### src/rtl/lsu_mem_ctrl_pkg.sv
// lsu_mem_ctrl_pkg: shared size codes and FSM state encoding for the load/store front-end
package lsu_mem_ctrl_pkg;
   localparam logic [1:0] SZ_B = 2'd0;
   localparam logic [1:0] SZ_H = 2'd1;
   localparam logic [1:0] SZ_W = 2'd2;
   localparam logic [1:0] ST_IDLE = 2'd0;
   localparam logic [1:0] ST_ADDR = 2'd1;
   localparam logic [1:0] ST_DATA = 2'd2;
   localparam logic [1:0] ST_RESP = 2'd3;
endpackage

### src/rtl/lsu_mem_ctrl_align.sv
// lsu_mem_ctrl_align: combinational alignment check, byte mask, store replication, load extract/extend
//  size, addr_lo, unsigned_ld : access shape (size code, low address bits, zero-extend loads)
//  wdata, rdata               : right-justified store data, raw bus read word
//  misalign, wem, wdata_rep   : fault flag, byte mask, lane-replicated store data
//  rdata_ext                  : load data shifted down to bit 0 and sign/zero-extended
module lsu_mem_ctrl_align
   import lsu_mem_ctrl_pkg::*;
(
   input  logic [1:0]  size,
   input  logic [1:0]  addr_lo,
   input  logic        unsigned_ld,
   input  logic [31:0] wdata,
   input  logic [31:0] rdata,
   output logic        misalign,
   output logic [3:0]  wem,
   output logic [31:0] wdata_rep,
   output logic [31:0] rdata_ext
);
   logic [31:0] shifted;
   assign misalign  = size == SZ_W ? addr_lo != 2'd0 : size == SZ_H ? addr_lo[0] : size != SZ_B;
   assign wem       = size == SZ_B ? 4'b0001 << addr_lo : size == SZ_H ? 4'b0011 << addr_lo : 4'hF;
   assign wdata_rep = size == SZ_B ? {4{wdata[7:0]}} : size == SZ_H ? {2{wdata[15:0]}} : wdata;
   assign shifted   = rdata >> {addr_lo, 3'b000};
   assign rdata_ext = size == SZ_B ? {{24{~unsigned_ld & shifted[7]}}, shifted[7:0]}
                    : size == SZ_H ? {{16{~unsigned_ld & shifted[15]}}, shifted[15:0]}
                    : shifted;
endmodule

### src/rtl/lsu_mem_ctrl.sv
// lsu_mem_ctrl: load/store front-end between the memory stage and the SRAM bus
//  clk, rst                          : clock, asynchronous active-high reset
//  req_valid/ready/we/size/unsigned  : one-at-a-time core request channel
//  req_addr, req_wdata, req_tag      : byte address, right-justified store data, returned tag
//  rsp_valid/ready/rdata/tag/misalign: response channel to writeback
//  mem_req/we/size/addr/wdata/wem    : registered request to the SRAM bus
//  mem_rdata, mem_addr_ok, mem_data_ok: SRAM bus read data and handshake
module lsu_mem_ctrl
   import lsu_mem_ctrl_pkg::*;
#(
   parameter int AW = 32,
   parameter int DW = 32,
   parameter int MW = 4,
   parameter int TW = 5
) (
   input  logic          clk,
   input  logic          rst,
   input  logic          req_valid,
   output logic          req_ready,
   input  logic          req_we,
   input  logic [1:0]    req_size,
   input  logic          req_unsigned,
   input  logic [AW-1:0] req_addr,
   input  logic [DW-1:0] req_wdata,
   input  logic [TW-1:0] req_tag,
   output logic          rsp_valid,
   input  logic          rsp_ready,
   output logic [DW-1:0] rsp_rdata,
   output logic [TW-1:0] rsp_tag,
   output logic          rsp_misalign,
   output logic          mem_req,
   output logic          mem_we,
   output logic [1:0]    mem_size,
   output logic [AW-1:0] mem_addr,
   output logic [DW-1:0] mem_wdata,
   output logic [MW-1:0] mem_wem,
   input  logic [DW-1:0] mem_rdata,
   input  logic          mem_addr_ok,
   input  logic          mem_data_ok
);
   logic [1:0]    state, state_nxt;
   logic          ld_unsigned, idle, accept, capture, misalign;
   logic [MW-1:0] wem;
   logic [DW-1:0] wdata_rep, rdata_ext;
   assign idle      = state == ST_IDLE;
   assign req_ready = idle;
   assign rsp_valid = state == ST_RESP;
   assign mem_req   = state == ST_ADDR;
   assign accept    = idle && req_valid;
   assign capture   = (mem_req && mem_addr_ok && mem_data_ok) || (state == ST_DATA && mem_data_ok);
   // One aligner serves both phases: live request fields while idle, held fields once issued.
   lsu_mem_ctrl_align u_align (
      .size        (idle ? req_size : mem_size),
      .addr_lo     (idle ? req_addr[1:0] : mem_addr[1:0]),
      .unsigned_ld (idle ? req_unsigned : ld_unsigned),
      .wdata       (req_wdata),
      .rdata       (mem_rdata),
      .misalign    (misalign),
      .wem         (wem),
      .wdata_rep   (wdata_rep),
      .rdata_ext   (rdata_ext)
   );
   always_comb
      state_nxt = idle ? (req_valid ? (misalign ? ST_RESP : ST_ADDR) : ST_IDLE)
                : mem_req ? (mem_addr_ok ? (mem_data_ok ? ST_RESP : ST_DATA) : ST_ADDR)
                : state == ST_DATA ? (mem_data_ok ? ST_RESP : ST_DATA)
                : (rsp_ready ? ST_IDLE : ST_RESP);
   always_ff @(posedge clk or posedge rst) begin
      if (rst) begin
         state        <= ST_IDLE;
         mem_we       <= 1'b0;
         mem_size     <= '0;
         mem_addr     <= '0;
         mem_wdata    <= '0;
         mem_wem      <= '0;
         rsp_tag      <= '0;
         ld_unsigned  <= 1'b0;
         rsp_rdata    <= '0;
         rsp_misalign <= 1'b0;
      end else begin
         state <= state_nxt;
         if (accept) begin
            mem_we       <= req_we;
            mem_size     <= req_size;
            mem_addr     <= req_addr;
            mem_wdata    <= wdata_rep;
            mem_wem      <= req_we ? wem : '0;
            rsp_tag      <= req_tag;
            ld_unsigned  <= req_unsigned;
            rsp_rdata    <= '0;
            rsp_misalign <= misalign;
         end
         if (capture) rsp_rdata <= mem_we ? '0 : rdata_ext;
      end
   end
endmodule

### config.mk
export PLATFORM = sky130hd
export DESIGN_NAME = lsu_mem_ctrl
export DESIGN_NICKNAME = d
export VERILOG_FILES = /design/src/rtl/lsu_mem_ctrl_pkg.sv /design/src/rtl/lsu_mem_ctrl_align.sv /design/src/rtl/lsu_mem_ctrl.sv
export SDC_FILE = /design/constraint.sdc
export NUM_CORES = 1
export LEC_CHECK = 0
export CAP_MARGIN = 15
export CELL_PAD_IN_SITES_DETAIL_PLACEMENT = 0
export CELL_PAD_IN_SITES_GLOBAL_PLACEMENT = 2
export CORE_MARGIN = 1.5
export CORE_UTILIZATION = 24
export DETAILED_ROUTE_END_ITERATION = 10
export PLACE_DENSITY = 0.78
export SKIP_LAST_GASP = 1
export SYNTH_ARGS = -nofsm -noshare
export SYNTH_HDL_FRONTEND = slang
export SYNTH_SLANG_ARGS = --single-unit
export TNS_END_PERCENT = 20
### constraint.sdc
create_clock -name clk -period 3.8 [get_ports clk]
set_input_delay 0.76 -clock clk [delete_from_list [all_inputs] [get_ports clk]]
set_output_delay 0.76 -clock clk [all_outputs]
set_load 0.05 [all_outputs]
==> results.txt <==
The flow ran to the end, and the final reports show no timing, DRC or antenna violations. At the pin with the least slew margin, the transition time is 720 ps. The critical path data arrival time came out at approximately 2400 ps. The number of antenna diodes in the final layout is 0.

The fraction of power consumed by sequential logic is between 20% and 30%. The count of H-tree levels built during CTS came out at 3. The relative max-transition margin came out at ~52%. The via count normalized by instance count is 4.63. After detailed routing, the number of remaining DRC violations is 0.

The maximum fanout along the worst path is 16. In this run the clock root is driven by a clkbuf_16. The internal power of the cells totals between 4 and 5 mW. The top achievable clock speed came out at 0.317 GHz.

The wire length of the first global-routing pass is ~27 mm. The die outline area came out at approximately 24000 µm². The final clock skew came out at 9.15 ps.

The post-CTS setup-driven buffer insertion count came out at 0. The post-synthesis async set-or-reset flop share came out at 100%. The clock passes through at most 2 buffers.

Buffers inserted during clock tree synthesis total 9. The ratio of cells with drive above 1 in the final layout came out at between 10% and 20%. The post-cts resize count is 0. Counting every instance in the synthesized netlist gives approximately 450. Max-cap violations in this run came to 0. For this configuration, the core starts out at a cell density of approximately 24%. The number of clock sinks seen by CTS is 112. The area added between synthesis and finish came out at 50.2%. The number of enable-type register cells in the synthesized netlist came out at 0.

The number of inserted filler cells in the final layout is about 2200. Of the synthesized area, sequential elements account for between 50% and 60%. The via count came out at ~4400.

The worst slack on hold paths is ~480 ps. The reported net switching power is around 4.2 mW. In this run the static leakage power is 3.43 nW. After the last flow step, the layout net total stands at 777. The synthesized net count came out at roughly 570. Global routing used between 10% and 20% of the available tracks across all layers. The part of the power in the clock network is a little over a tenth.

Clock-pin slew was measured on the worst setup and hold paths at approximately 80 ps. The insertion delay of the later-clocked pin in the worst-skew pair is 350 ps. Entering global routing, the biggest net connects just over 60 pins.

The number of endpoints failing setup at the final stage came out at 0. The tightest min-delay check is of the reg -> reg type. The total congestion overflow after global routing is 0.

The CTS tree is built. The post-route fraction of the period consumed by the critical path is between 80% and 90%. The total core area is roughly 23000 µm². The detailed router finished its first iteration with about 150 violations. The placed wire-length estimate came out at 13.3 mm.

The total of hold buffers inserted after clock tree synthesis came out at 0. The synthesized netlist occupies a cell area of between 5000 and 6000 µm². The number of warnings printed during yosys synthesis is 0. The number of failing hold endpoints at the final stage is 0. Routability-driven placement finished with a final weighted congestion of 0.793. The required time reported for the critical path endpoint came out at 3040 ps. Of the total power, the share spent switching nets is around half.

The part of the power in combinational logic is approximately 64%. The width of the die is approximately 150 µm. A synthesized cell averages 12.2 µm². The critical setup path kind is reg -> out.

The maximum vdd ir drop is 0.427 mV. The count of unique library cells instantiated by Yosys is a little under 50. Row generation in the floorplan step produced 55 rows. The register bit count reported by yosys is 112. The die extent in y came out at around 150 µm. The most frequently used flop master after synthesis is dfrtp_1.

The number of global-route vias before repair came out at around 4700. The count of antenna-violating nets left after detailed routing came out at 0. The I/O pin count is 223. The initial antenna violation count is 0. The final routed wirelength across all metal layers came out at around 18 mm. The endpoint type of the worst setup path is an output port.

The count of buffers inserted at the top-level ports came out at 222. Setup total negative slack on the finished layout was measured at 0 ps. The average wire per cell in the routed design came out at approximately 19 µm.

The power per unit of standard cell area came out at about 1000 nW/µm². The final-report max-slew violation count came out at 0. The length of the first detailed-routing pass in iterations is 4.

Setup repair after global routing left no endpoint under its margin. The final critical-path required period is 3160 ps. The startpoint class of the critical path is a flip-flop.
power by group through the flow:
stage          Combinational (mW)  Clock [mW]  Sequential [mW]
4_1_cts                      5.41       0.933             2.09
3_5_place_dp                 5.40           0             2.10
3_3_place_gp                 5.35           0             2.07
6_report                     5.35       0.897             2.08
5_1_grt                      5.64       0.981             2.16
2_1_floorplan                2.05           0             3.76
Yosys cell counts, drive strengths merged (6+ instances only):
| cell type | number | area share, % |
|---|---|---|
| a211oi | 8 | 1.1 |
| a21o | 9 | 1.2 |
| a21oi | 20 | 1.8 |
| a221oi | 7 | 1.1 |
| a22o | 7 | 1.1 |
| buf | 17 | 2.5 |
| clkbuf | 14 | 0.95 |
| dfrtp | 112 | 51 |
| inv | 6 | 0.45 |
| mux2 | 65 | 13 |
| mux2i | 27 | 5.1 |
| mux4 | 7 | 2.9 |
| nand2 | 50 | 3.4 |
| nor2 | 12 | 1.2 |
| o21ai | 41 | 3.7 |
| o31ai | 19 | 4.0 |
cells in the final DEF, fill, tap and decap left out, types with 3 or more instances in the layout:
cell type        instances
o21ai_0                 31
clkdlybuf4s50_1        222
a211oi_1                 8
a22o_1                   7
nand2_1                 49
mux2_2                  61
o31ai_2                 13
nand3_1                  4
o31ai_1                  5
a21o_1                   9
nor2_1                  10
o21ai_1                 10
inv_1                    3
and2_1                   4
mux2i_1                 25
mux4_2                   7
clkbuf_16                9
ha_1                     3
dfrtp_1                112
mux2_1                   3
a21oi_1                 19
buf_12                   3
a221oi_1                 7
buf_4                    4
worst max-delay path, stage by stage (launching register included):
cell and delay (ps):
dfrtp_1 590, nor2_4 520, clkdlybuf4s50_1 930
cell type report:
class,count,area (µm²),area share [%]
clock buffer,11,233,2.80
clock inverter,5,33.8,0.407
inverter,6,27.5,0.332
multi-input combinational,305,2530,30.5
sequential,112,2800,33.8
tap,285,357,4.30
timing repair buffer,229,2310,27.9
logic make-up (layout without fill, tap and decap cells):
kind of cell / after synthesis / in the layout / synth area share, %
DFF: 112 / 112 / 50.7
and+or+nand+nor: 81 / 81 / 7.13
buffers and inverters: 37 / 251 / 3.87
adders and majority gates: 3 / 3 / 0.679
muxes: 99 / 99 / 21.3
AOI/OAI and AO/OA: 122 / 122 / 16.3
registers in the layout, indices dropped and copies added, names as in the netlist:
name and count:
mem_addr 32, mem_wdata 32, rsp_rdata 32, rsp_tag 5, mem_wem 4, mem_size 2
state 2, ld_unsigned 1, mem_we 1, rsp_misalign 1
path summary, 6_finish.rpt:
check	startpoint	to	slack, ps	cells after the start
max	state[0]	req_ready	640	2
min	mem_wdata[28]	mem_wdata[28]	480	1
max reg2reg	state[0]	rsp_rdata[28]	930	6
min reg2reg	mem_wdata[28]	mem_wdata[28]	480	1
max in group asynchronous	rst	rsp_rdata[18]	2140	3
min in group asynchronous	rst	rsp_rdata[5]	850	2
metal layers:
| layer | vias to the layer above | wire length, µm | track usage [%] |
|---|---|---|---|
| met3 | 17 | 1500 | 4.96 |
| met1 | 2165 | 7540 | 18.1 |
| met2 | 165 | 8590 | 24.9 |
| met5 | - | 0 | 0 |
| met4 | 0 | 283 | 4.72 |
| li1 | 2068 | - | - |
stage by stage:
step	util [%]	power (mW)	instance area, µm²	setup WS [ps]	cells
6_report	36.7	8.33	8300	641	953
5_1_grt	36.7	8.78	8300	547	953
4_1_cts	36.7	8.43	8300	621	953
3_5_place_dp	35.5	7.50	8030	837	937
3_3_place_gp	35.5	7.42	8030	889	937
2_1_floorplan	-	5.81	5530	81.0	454
(Power assumes the default switching activity.)
